==> src/rtl/activation_arbiter.sv <==
// Round-robin arbiter sharing one fixed-latency ReLU unit among N_REQ lanes, with tag tracking and flush/drain.
// Optional build macro ACTIVATION_ARBITER_STATS_EN adds issue_cnt and stall_cnt outputs.
module activation_arbiter #(
  parameter int N_REQ   = 4,
  parameter int ACT_LAT = 1
) (
  input  logic                 clk,
  input  logic                 rst_n,
  input  logic [N_REQ-1:0]     req_valid,
  input  logic [32*N_REQ-1:0]  req_data,
  output logic [N_REQ-1:0]     req_ready,
  output logic [31:0]          act_in_data,
  output logic                 act_valid_in,
  input  logic [31:0]          act_out_data,
  input  logic                 act_valid_out,
  output logic [N_REQ-1:0]     rsp_valid,
  output logic [31:0]          rsp_data,
  input  logic                 flush,
  output logic                 flush_done,
  output logic                 tag_err
`ifdef ACTIVATION_ARBITER_STATS_EN
  ,
  output logic [31:0]          issue_cnt,
  output logic [31:0]          stall_cnt
`endif
);

  localparam int IDX_W = $clog2(N_REQ);
  localparam int CNT_W = $clog2(ACT_LAT + 2) + 1;
  localparam logic [IDX_W:0] N_W = (IDX_W + 1)'(N_REQ);

  typedef enum logic [1:0] {ST_RUN, ST_DRAIN, ST_DONE} state_t;
  typedef struct packed {
    logic             vld;
    logic [IDX_W-1:0] idx;
  } tag_t;

  state_t           state_q, state_d;
  logic [IDX_W-1:0] ptr_q;
  logic [N_REQ-1:0] rot;
  logic             grant_any;
  logic [IDX_W:0]   idx_sum;
  logic [IDX_W-1:0] grant_idx;
  logic [31:0]      grant_data;
  logic             grant_en;
  logic             xfer;
  tag_t             tag_q [ACT_LAT+1];
  tag_t             tail;
  logic [CNT_W-1:0] inflight_q;

  // Rotate requests so bit 0 is the lane at ptr; the lowest set bit wins.
  always_comb begin
    // NOTE: every always_comb output gets a default first so no latch is inferred.
    rot       = N_REQ'({req_valid, req_valid} >> ptr_q);
    grant_any = 1'b0;
    idx_sum   = '0;
    for (int j = N_REQ - 1; j >= 0; j--) begin
      if (rot[j]) begin
        grant_any = 1'b1;
        idx_sum   = {1'b0, ptr_q} + (IDX_W + 1)'(j);
      end
    end
    if (idx_sum >= N_W) idx_sum = idx_sum - N_W;
    grant_idx = idx_sum[IDX_W-1:0];
  end

  always_comb begin
    grant_data = '0;
    for (int i = 0; i < N_REQ; i++) begin
      if (grant_idx == IDX_W'(i)) grant_data = req_data[32*i +: 32];
    end
  end

  assign grant_en  = rst_n && (state_q == ST_RUN) && !flush;
  assign xfer      = grant_en && grant_any;
  assign req_ready = xfer ? ({{(N_REQ-1){1'b0}}, 1'b1} << grant_idx) : '0;
  assign tail      = tag_q[ACT_LAT];

  always_ff @(posedge clk or negedge rst_n) begin
    if (!rst_n) begin
      act_valid_in <= 1'b0;
      act_in_data  <= '0;
      ptr_q        <= '0;
    end else begin
      // NOTE: sequential state always uses non-blocking assignments.
      act_valid_in <= xfer;
      if (xfer) begin
        act_in_data <= grant_data;
        ptr_q       <= (grant_idx == IDX_W'(N_REQ - 1)) ? '0 : grant_idx + IDX_W'(1);
      end
    end
  end

  always_ff @(posedge clk or negedge rst_n) begin
    if (!rst_n) begin
      // NOTE: the tag array is reset because its valid bits are control state, not data storage.
      for (int k = 0; k <= ACT_LAT; k++) tag_q[k] <= '0;
    end else begin
      tag_q[0].vld <= xfer;
      tag_q[0].idx <= grant_idx;
      for (int k = 1; k <= ACT_LAT; k++) tag_q[k] <= tag_q[k-1];
    end
  end

  // A result and its tag must line up exactly; any disagreement is a sticky error.
  always_ff @(posedge clk or negedge rst_n) begin
    if (!rst_n) begin
      rsp_valid <= '0;
      rsp_data  <= '0;
      tag_err   <= 1'b0;
    end else begin
      rsp_valid <= '0;
      if (act_valid_out && tail.vld) begin
        rsp_valid <= {{(N_REQ-1){1'b0}}, 1'b1} << tail.idx;
        rsp_data  <= act_out_data;
      end
      if (act_valid_out != tail.vld) tag_err <= 1'b1;
    end
  end

  always_ff @(posedge clk or negedge rst_n) begin
    if (!rst_n) begin
      inflight_q <= '0;
    end else begin
      unique case ({xfer, tail.vld})
        2'b10:   inflight_q <= inflight_q + CNT_W'(1);
        2'b01:   inflight_q <= inflight_q - CNT_W'(1);
        default: inflight_q <= inflight_q;
      endcase
    end
  end

  always_ff @(posedge clk or negedge rst_n) begin
    if (!rst_n) state_q <= ST_RUN;
    else        state_q <= state_d;
  end

  always_comb begin
    state_d = state_q;
    unique case (state_q)
      ST_RUN:   if (flush) state_d = ST_DRAIN;
      ST_DRAIN: if (inflight_q == '0) state_d = ST_DONE;
      ST_DONE:  state_d = ST_RUN;
      default:  state_d = ST_RUN;
    endcase
  end

  assign flush_done = (state_q == ST_DONE);

`ifdef ACTIVATION_ARBITER_STATS_EN
  always_ff @(posedge clk or negedge rst_n) begin
    if (!rst_n) begin
      issue_cnt <= '0;
      stall_cnt <= '0;
    end else if (flush_done) begin
      issue_cnt <= '0;
      stall_cnt <= '0;
    end else begin
      if (xfer) issue_cnt <= issue_cnt + 32'd1;
      if ((|req_valid) && !xfer) stall_cnt <= stall_cnt + 32'd1;
    end
  end
`endif

endmodule

==> config.mk <==
export PLATFORM = sky130hd
export DESIGN_NAME = activation_arbiter
export DESIGN_NICKNAME = d
export VERILOG_FILES = /design/src/rtl/activation_arbiter.sv
export SDC_FILE = /design/constraint.sdc
export NUM_CORES = 1
export LEC_CHECK = 0
export BUFFER_PORTS_ARGS = -buffer_cell sky130_fd_sc_hd__buf_2
export CAP_MARGIN = 0
export CORE_MARGIN = 2
export CORE_UTILIZATION = 40
export DETAILED_ROUTE_END_ITERATION = 10
export PLACE_DENSITY = 0.76
export SYNTH_ARGS = -nofsm -noshare
export SYNTH_HDL_FRONTEND = slang
export SYNTH_SLANG_ARGS = --single-unit
==> constraint.sdc <==
create_clock -name clk -period 2.4 [get_ports clk]
set_clock_uncertainty 0.05 [all_clocks]
set_input_delay 0 -clock clk [delete_from_list [all_inputs] [get_ports clk]]
set_output_delay 0 -clock clk [all_outputs]
set_load 0.01 [all_outputs]
==> results of run 1 <==
-- layout make-up --
type	instances	area [um2]
flip-flops and latches	82	2053
clock inverters	3	68.82
clock buffers	13	178.9
multi-input cells	265	1971
inverters	39	148.9
well taps	136	170.2
fillers	729	3279
diodes	1	2.502
repair buffers	370	2544
-- routing by layer --
layer	vias up	global-route usage (%)	share of wire [%]
met2	360	46.86	50
met5	-	0	0
met1	2279	29.58	37
li1	2222	-	-
met4	0	12.64	3.2
met3	47	6.751	10
-- cell usage in the layout, fill, tap and decap left out, types with 2 or more instances in the layout --
master         synthesis  final
clkbuf_16              0      2
xor2_1                 2      2
dlygate4sd3_1          0    112
bufinv_16              0      2
nand2_1               33     33
ha_2                   0      2
buf_2                 12    241
mux2_4                 2      2
a21oi_1               66     66
mux2_2                33     33
ha_4                   0      2
dfrtp_1               82     81
nor2_1                 3      3
inv_1                 38     37
and3b_1                2      2
a31oi_1               32     32
buf_4                  0     10
a221o_1               32     32
ha_1                   6      2
buf_12                 0      4
clkbuf_8               0     13
nand3b_1              32     32
and3_1                 5      5
-- power by group through the flow --
stage,clock [W],combinational (W),sequential [W]
detailed placement,0,0.00316,0.00240
CTS,0.00121,0.00331,0.00239
floorplan,0,0.00170,0.00262
global placement,0,0.00309,0.00237
global route,0.00126,0.00381,0.00248
finish,0.00119,0.00351,0.00242
-- cell usage after synthesis --
master / instances
o221ai_1: 1
nand2_4: 1
xnor2_1: 1
mux2_4: 2
ha_1: 6
o22a_1: 1
a221o_1: 32
a21o_1: 1
or2_2: 1
or3b_2: 1
inv_1: 38
a211oi_1: 1
buf_2: 12
mux2_2: 33
buf_1: 1
nor3_1: 1
and3_1: 5
dfrtp_1: 82
xor2_1: 2
or4_4: 1
nand3b_1: 32
nor4b_4: 1
fa_1: 1
nor2b_1: 1
nor2_1: 3
mux2i_1: 1
nand2_1: 33
a31oi_1: 32
o22ai_1: 1
clkbuf_1: 22
inv_4: 1
and3b_1: 2
a21oi_1: 66
buf_6: 4
a21boi_0: 1
nor3b_1: 1
-- cell families (layout without fill, tap and decap cells) --
group,after synthesis,in the layout,share of synthesized area (%)
adders and majority gates,7,7,2.198
muxes,36,36,9.514
AOI/OAI and AO/OA,136,136,20.73
buffers and inverters,78,425,7.866
xor gates and xnor gates,3,3,0.6074
and+or+nand+nor,83,83,11.65
DFF,82,82,47.43
other,0,1,0
-- worst min-delay path, stage by stage --
cell      delay, ns
buf_2          0.10
nand3b_1       0.07
a221o_1        0.13
a31oi_1        0.07
-- final timing paths --
check,endpoint,depth (start not counted)
worst max register to register,act_in_data[8]$_DFFE_PN0P_,8
worst max-delay path,act_in_data[8]$_DFFE_PN0P_,8
max in group asynchronous,ptr_q[1]$_DFFE_PN0P_,3
worst min-delay path,act_in_data[20]$_DFFE_PN0P_,4
min in group asynchronous,state_q[0]$_DFFE_PN0P_,3
worst min register to register,tag_q[0]$_DFF_PN0_,0
-- stage by stage --
step | util [%] | area [um2] | setup TNS [ns] | instances
after floorplan | - | 4327 | 0 | 425
after global placement | 54.47 | 5674 | 0 | 777
after detailed placement | 54.47 | 5674 | -0.001587 | 777
after CTS | 67.69 | 7051 | 0 | 906
after global routing | 68.49 | 7134 | -0.008512 | 908
final | 68.52 | 7137 | 0 | 909
-- repair_timing --
action,in CTS,in global routing
gates resized for setup,0,7
hold buffers,112,0
gates cloned,0,2
endpoints found under the setup margin,3,35
hold endpoints to repair,150,0
buffers inserted,1,0
pin swaps,0,1
-- state kept, by name, summed over array words and instances, names as in the netlist --
register     count
act_in_data     32
rsp_data        32
tag_q            6
rsp_valid        4
inflight_q       3
ptr_q            2
state_q          2
tag_err          1
==> flow_summary.json, run 1 <==
{
  "hold_violations": 0,
  "seq_area_frac_synth_pct": 47.43,
  "syn-cell-area_um2": 4327,
  "grt-ovfl-total": 0,
  "switching_power_w": 0.002656,
  "critPathCaptureType": "flip-flop",
  "insertion_delay_ns": 0.35,
  "hp-class": "input port to flip-flop",
  "rsz0062_at_grt": "yes",
  "port_buffers": 242,
  "fp-row-count": 37,
  "max_freq_mhz": 432.8,
  "avgSynthCellArea_um2": 10.18,
  "crit_chain": "or3b_2 -> o221ai_2 -> buf_4 -> ha_4 -> buf_12 -> a21oi_1 -> a221o_1 -> a31oi_1",
  "crit_fanout": 25,
  "synth.top_cell.area_share_pct": 47.43,
  "core_um2": 10420,
  "p_seq_share_pct": 34.0,
  "slowest_stage": "or3b_2",
  "critPathLaunch": "ptr_q[0]$_DFFE_PN0P_",
  "combPwrFrac_pct": 49.4,
  "critPathBufInv": 2,
  "cts_sinks": 82,
  "max_stage_delay_ns": 0.49,
  "initial_core_util_pct": 41.54,
  "critPathTopFamily": "compound AO/OA/AOI/OAI gates",
  "synthToLayoutAreaGrowth_pct": 64.95,
  "clk_pin_slew_worst_paths_ns": 0.09,
  "slew_headroom_pct": 32.59,
  "p_int_w": 0.004463,
  "wl_mm": 16.23,
  "arrival_ns": 2.53,
  "drtIter0Drc": 333,
  "holdCritStartpoint": "req_data[20]",
  "pre_cts_slack_ns": -0.001587,
  "layout_setup_ws_ns": 0.08964,
  "clock_power_share_pct": 16.7,
  "grt_start_max_net_pins": 83,
  "die_w_um": 108,
  "report.power.total_w": 0.007119,
  "dp_hpwl_mm": 9.399,
  "irDropWorstVdd_mv": 0.6141,
  "slew_viol_final": 0,
  "period_needed_ns": 2.310,
  "cts_tree": "built",
  "vias": 4908,
  "antenna_left": 0,
  "fin_hold_ws_ns": 0.01578,
  "start_kind": "flip-flop",
  "power_density_nw_per_um2": 997.5,
  "cts_root_buffer": "clkbuf_8",
  "period_share_pct": 96.27,
  "wl_per_cell_um": 17.85,
  "die_h_um": 108,
  "grt_first_pass_wirelength_mm": 24.01,
  "worst_r2r_startpoint": "ptr_q[0]$_DFFE_PN0P_",
  "grt.total_usage_pct": 26.43,
  "required_ns": 2.62,
  "die_area_um2": 11660,
  "gp_congestion": 0.8824,
  "grt_pass1_vias": 4873,
  "drive_above_1_share_pct": 41.71,
  "cts.htree.levels": 3,
  "antenna_found_initial": 0,
  "synth_cell_types": 36,
  "maxCapViolations": 0,
  "leakage_nw": 3.466,
  "tightestPinTransition_ns": 1.011,
  "netSwitchingFraction_pct": 37.31,
  "netlist_top_cells_area": "dfrtp_1 47%, mux2_2 8.6%, a21oi_1 7.6%",
  "finalSetupViolations": 0,
  "drt_first_pass_iters": 5,
  "ioPinCount": 243,
  "synth-seq-cells": 82,
  "synth_warnings": 0,
  "remaining_drc_errors": 0,
  "reg2reg_slack_ns": 0.09,
  "synth_top_cell_by_area": "dfrtp_1",
  "timing_worst_setup_path_type": "flip-flop to flip-flop",
  "cts_made_buffers": 9,
  "syn-instance-count": 425,
  "outcome": "finished, final reports clean",
  "num-nets-final": 942,
  "viasPerCell": 5.399,
  "syn_nets": 600,
  "clockBufferDepth": 2
}
Power figures use the tool's default switching activity.
==> run 2: changes to the inputs <==
--- a/config.mk
+++ b/config.mk
@@ -12,4 +12,5 @@
 export DETAILED_ROUTE_END_ITERATION = 10
 export PLACE_DENSITY = 0.76
+export SLEW_MARGIN = 20
 export SYNTH_ARGS = -nofsm -noshare
 export SYNTH_HDL_FRONTEND = slang
--- a/constraint.sdc
+++ b/constraint.sdc
@@ -3,3 +3,3 @@
 set_input_delay 0 -clock clk [delete_from_list [all_inputs] [get_ports clk]]
 set_output_delay 0 -clock clk [all_outputs]
-set_load 0.01 [all_outputs]
+set_load 0.05 [all_outputs]
==> flow_summary.json, run 2 (same netlist as run 1, synthesis figures left out) <==
{
  "outcome": "finished, final reports clean",
  "switching_power_w": 0.004384,
  "tns_ns": 0,
  "wl_per_cell_um": 17.76,
  "p_int_w": 0.004500,
  "netSwitchingFraction_pct": 49.35,
  "dp_hpwl_mm": 9.399,
  "drtIter0Drc": 344,
  "gp_congestion": 0.8824,
  "initial_core_util_pct": 41.54,
  "rsz0062_at_grt": "no",
  "timing_worst_setup_path_type": "flip-flop to flip-flop",
  "rr_endpoint": "act_in_data[8]$_DFFE_PN0P_",
  "rr_worst_depth": 8,
  "drt_first_pass_iters": 5,
  "grt.total_usage_pct": 26.27,
  "antenna_left": 0,
  "combPwrFrac_pct": 59.4,
  "antenna_found_initial": 0,
  "tightestPinTransition_ns": 0.7284,
  "holdCritStartpoint": "req_data[20]",
  "cts_root_buffer": "clkbuf_8",
  "viasPerCell": 5.407,
  "finalSetupViolations": 0,
  "remaining_drc_errors": 0,
  "grt_first_pass_wirelength_mm": 23.85,
  "cts.htree.levels": 3,
  "maxCapViolations": 0,
  "cts_made_buffers": 9,
  "slew_headroom_pct": 51.44,
  "grt-ovfl-total": 0,
  "hold_end": "act_in_data[20]$_DFFE_PN0P_",
  "pre_cts_slack_ns": -0.001587,
  "crit_fanout": 50,
  "power_density_nw_per_um2": 1238,
  "dp_cells": 777,
  "cts_sinks": 82,
  "leakage_nw": 3.475,
  "final_cell_mix": "238 x buf_2, 112 x dlygate4sd3_1, 81 x dfrtp_1, 66 x a21oi_1, 37 x inv_1",
  "period_share_pct": 94.86,
  "hp-class": "input port to flip-flop",
  "fp-row-count": 37,
  "vias": 4920,
  "clockBufferDepth": 2,
  "clk_pin_slew_worst_paths_ns": 0.09,
  "irDropWorstVdd_mv": 0.9405,
  "cts_tree": "built",
  "die_area_um2": 11660,
  "required_ns": 2.62,
  "ioPinCount": 243,
  "max_freq_mhz": 439.3,
  "die_w_um": 108,
  "layout_setup_ws_ns": 0.1234,
  "drive_above_1_share_pct": 41.91,
  "start_kind": "flip-flop",
  "wl_mm": 16.16,
  "p_seq_share_pct": 27.2,
  "clock_power_share_pct": 13.3,
  "synthToLayoutAreaGrowth_pct": 65.91,
  "period_needed_ns": 2.277,
  "finalNonFillerCells": 910,
  "top_regs": "act_in_data x32, rsp_data x32, tag_q x6",
  "grt_start_max_net_pins": 83,
  "insertion_delay_ns": 0.35,
  "critPathCaptureType": "flip-flop",
  "hold_violations": 0,
  "die_h_um": 108,
  "grt_pass1_vias": 4858,
  "whs_path_depth": 4,
  "slew_viol_final": 0,
  "port_buffers": 242,
  "arrival_ns": 2.50,
  "num-nets-final": 943,
  "reg2reg_slack_ns": 0.12,
  "core_um2": 10420,
  "worst_r2r_startpoint": "ptr_q[1]$_DFFE_PN0P_",
  "final_common_cell": "buf_2"
}
[run 2: worst max-delay path by stage]
| stage | from | endpoint | slack, ns | cells past startpoint |
|---|---|---|---|---|
| 2_1_floorplan | ptr_q[1]$_DFFE_PN0P_ | act_in_data[10]$_DFFE_PN0P_ | 0.04 | 9 |
| 3_3_place_gp | ptr_q[1]$_DFFE_PN0P_ | act_in_data[29]$_DFFE_PN0P_ | 0.13 | 8 |
| 3_5_place_dp | ptr_q[1]$_DFFE_PN0P_ | act_in_data[8]$_DFFE_PN0P_ | -0.002 | 8 |
| 4_1_cts | ptr_q[1]$_DFFE_PN0P_ | req_ready[3] | 0.02 | 7 |
| 5_1_grt | ptr_q[1]$_DFFE_PN0P_ | act_in_data[0]$_DFFE_PN0P_ | 0.02 | 8 |
| 6_report | ptr_q[1]$_DFFE_PN0P_ | act_in_data[8]$_DFFE_PN0P_ | 0.12 | 8 |
[run 2: per-stage QoR]
stage	cell area [um2]	hold slack (ns)	total power, W	util (%)
6_report	7178	0.01460	0.008884	68.91
4_1_cts	7062	0.0002082	0.008643	67.80
3_3_place_gp	5674	0.1822	0.007188	54.47
2_1_floorplan	4327	-0.3456	0.006011	-
5_1_grt	7176	0.01131	0.009315	68.89
3_5_place_dp	5674	0.1897	0.007286	54.47
[run 2: layout make-up]
class                   instances  area [um2]
diodes                          1       2.502
clock inverters                 3       68.82
fillers                       728        3238
well taps                     136       170.2
multi-input cells             265        1986
repair buffers                371        2570
clock buffers                  13       178.9
inverters                      39       148.9
flip-flops and latches         82        2053
[run 2: repair_timing]
| action | in CTS | in global routing |
|---|---|---|
| hold buffers | 112 | 0 |
| hold endpoints to repair | 151 | 0 |
| pin swaps | 0 | 2 |
| gates cloned | 0 | 2 |
| gates resized for setup | 3 | 12 |
| endpoints found under the setup margin | 6 | 20 |
| setup buffers | 1 | 1 |
[run 2: worst max-delay path, cell delays in order, from the launching register on]
cell,delay [ns]
dfrtp_2,0.41
mux2_2,0.37
o221ai_4,0.20
inv_2,0.07
ha_2,0.21
buf_12,0.17
nand3b_1,0.17
a221o_1,0.33
a31oi_1,0.19
[run 2: routing by layer]
layer | share of wire (%) | global-route usage (%) | vias up
li1 | - | - | 2229
met1 | 38 | 29.50 | 2296
met2 | 50 | 46.99 | 349
met3 | 9.6 | 6.450 | 46
met4 | 3.0 | 11.90 | 0
met5 | 0 | 0 | -
[run 2: power by group through the flow]
stage	combinational [W]	clock, W	sequential (W)
6_report	0.00528	0.00118	0.00242
5_1_grt	0.00558	0.00126	0.00248
4_1_cts	0.00504	0.00121	0.00239
3_5_place_dp	0.00489	0	0.00240
3_3_place_gp	0.00482	0	0.00237
2_1_floorplan	0.00172	0	0.00429
==> run 3: changes to the inputs <==
Settings changed: CELL_PAD_IN_SITES_DETAIL_PLACEMENT set to 0, CELL_PAD_IN_SITES_GLOBAL_PLACEMENT set to 1, CORE_UTILIZATION 40 to 29, PLACE_DENSITY 0.76 to not set, PLACE_DENSITY_LB_ADDON set to 0.1.
==> flow_summary.json, run 3 (same netlist as run 1, synthesis figures left out) <==
{
  "outcome": "finished, final reports clean",
  "port_buffers": 242,
  "irDropWorstVdd_mv": 0.4364,
  "max_freq_mhz": 429.2,
  "clk_pin_slew_worst_paths_ns": 0.06,
  "start_kind": "flip-flop",
  "fin_util_pct": 49.28,
  "finalNonFillerCells": 941,
  "tightestPinTransition_ns": 0.7624,
  "required_ns": 2.35,
  "remaining_drc_errors": 0,
  "gp_congestion": 0.7877,
  "finalSetupViolations": 0,
  "grt-ovfl-total": 0,
  "maxCapViolations": 0,
  "die_area_um2": 15910,
  "drive_above_1_share_pct": 42.67,
  "ioPinCount": 243,
  "crit_chain": "or3b_2 -> o221ai_1 -> buf_4 -> ha_4 -> buf_12 -> and3_1 -> buf_6",
  "drt_first_pass_iters": 4,
  "crit_fanout": 23,
  "grt_start_max_net_pins": 62,
  "core_um2": 14530,
  "die_w_um": 126.1,
  "vias": 4626,
  "cts.htree.levels": 3,
  "diodes": 0,
  "antenna_left": 0,
  "initial_core_util_pct": 29.77,
  "rsz0062_at_grt": "no",
  "period_needed_ns": 2.330,
  "grt_first_pass_wirelength_mm": 23.20,
  "cts_root_buffer": "clkbuf_16",
  "tns_ns": 0,
  "num-nets-final": 928,
  "critPathBufInv": 3,
  "dp_cells": 827,
  "slew_headroom_pct": 49.17,
  "max_stage_delay_ns": 0.49,
  "top_regs": "act_in_data x32, rsp_data x32, tag_q x6",
  "final_cell_mix": "238 x buf_2, 96 x dlygate4sd3_1, 81 x dfrtp_1, 66 x a21oi_1, 37 x inv_1",
  "die_h_um": 126.1,
  "hold_violations": 0,
  "wl_mm": 15.41,
  "grt_pass1_vias": 4642,
  "critPathTopFamily": "simple AND/OR/NAND/NOR gates",
  "critPathCaptureType": "output pin",
  "leakage_nw": 3.443,
  "hp-class": "input port to flip-flop",
  "insertion_delay_ns": 0.34,
  "cts_sinks": 82,
  "timing_worst_setup_path_type": "flip-flop to output pin",
  "period_share_pct": 97.08,
  "cts_made_buffers": 9,
  "final_common_cell": "buf_2",
  "slew_viol_final": 0,
  "cts_tree": "built",
  "drtIter0Drc": 174,
  "power_density_nw_per_um2": 1271,
  "slowest_stage": "or3b_2",
  "viasPerCell": 4.916,
  "clockBufferDepth": 2,
  "arrival_ns": 2.28,
  "grt.total_usage_pct": 18.45,
  "wl_per_cell_um": 16.38,
  "antenna_found_initial": 0,
  "synthToLayoutAreaGrowth_pct": 65.53,
  "fp-row-count": 44,
  "dp_hpwl_mm": 9.879
}
[run 3: cell count changes in the layout (fill, tap and decap cells not counted), moves of 2 or more]
cell / previous run / this run
inv_6: 0 / 2
buf_12: 4 / 6
clkbuf_16: 2 / 11
dlygate4sd3_1: 112 / 96
clkbuf_8: 13 / 0
[run 3: repair_timing]
action                                  CTS  global route
gates cloned                              0             2
setup buffers                             0             1
endpoints found under the setup margin    3            33
gates resized for setup                   3            10
hold buffers                             95             1
endpoints found under the hold margin    87             1
[run 3: routing by layer]
| layer | wire (um) | track usage (%) | up-vias |
|---|---|---|---|
| li1 | - | - | 2195 |
| met1 | 6404 | 21.84 | 2160 |
| met2 | 7355 | 31.56 | 236 |
| met3 | 1247 | 4.630 | 35 |
| met4 | 405 | 8.339 | 0 |
| met5 | 0 | 0 | - |
[run 3: final timing paths]
kind	start	endpoint	slack (ns)	depth (start not counted)
worst min register to register	tag_q[4]$_DFF_PN0_	tag_q[1]$_DFF_PN0_	0.31	0
worst max register to register	ptr_q[0]$_DFFE_PN0P_	act_in_data[30]$_DFFE_PN0P_	0.10	8
worst max-delay path	ptr_q[0]$_DFFE_PN0P_	req_ready[2]	0.07	7
min in group asynchronous	rst_n	rsp_data[27]$_DFFE_PN0P_	0.15	3
max in group asynchronous	rst_n	ptr_q[1]$_DFFE_PN0P_	1.05	4
worst min-delay path	req_data[74]	act_in_data[10]$_DFFE_PN0P_	0.01	4
[run 3: stage by stage]
stage          worst slack (ns)  power [W]  hold slack (ns)  area, um2
2_1_floorplan           0.04474   0.006011          -0.3456       4327
3_3_place_gp            0.07457   0.007310         -0.01938       5774
3_5_place_dp            0.05461   0.007380         -0.01899       5774
4_1_cts                 0.01370   0.009032      0.000003497       7048
5_1_grt                0.004880   0.009666          0.01886       7162
6_report                0.07010   0.009106          0.01130       7162
[run 3: report_power, final]
group | total [W] | switching (W) | internal [W]
clock network | 0.00149 | 0.000578 | 0.000911
logic | 0.00525 | 0.00347 | 0.00178
registers | 0.00237 | 0.000351 | 0.00202
[run 3: cell type report]
class	count	area, um2
well taps	184	230.2
fillers	1421	7372
repair buffers	356	2439
clock inverters	6	90.09
inverters	39	148.9
multi-input cells	265	1976
flip-flops and latches	82	2053
clock buffers	9	225.2
[run 3: worst register-to-register path: cells and delay by family, from the launching register on]
family | cells | cell delay, ns
simple gates | 2 | 0.58
fa+ha+maj | 1 | 0.18
buf+inv | 2 | 0.38
compound gates | 3 | 0.61
flops | 1 | 0.42
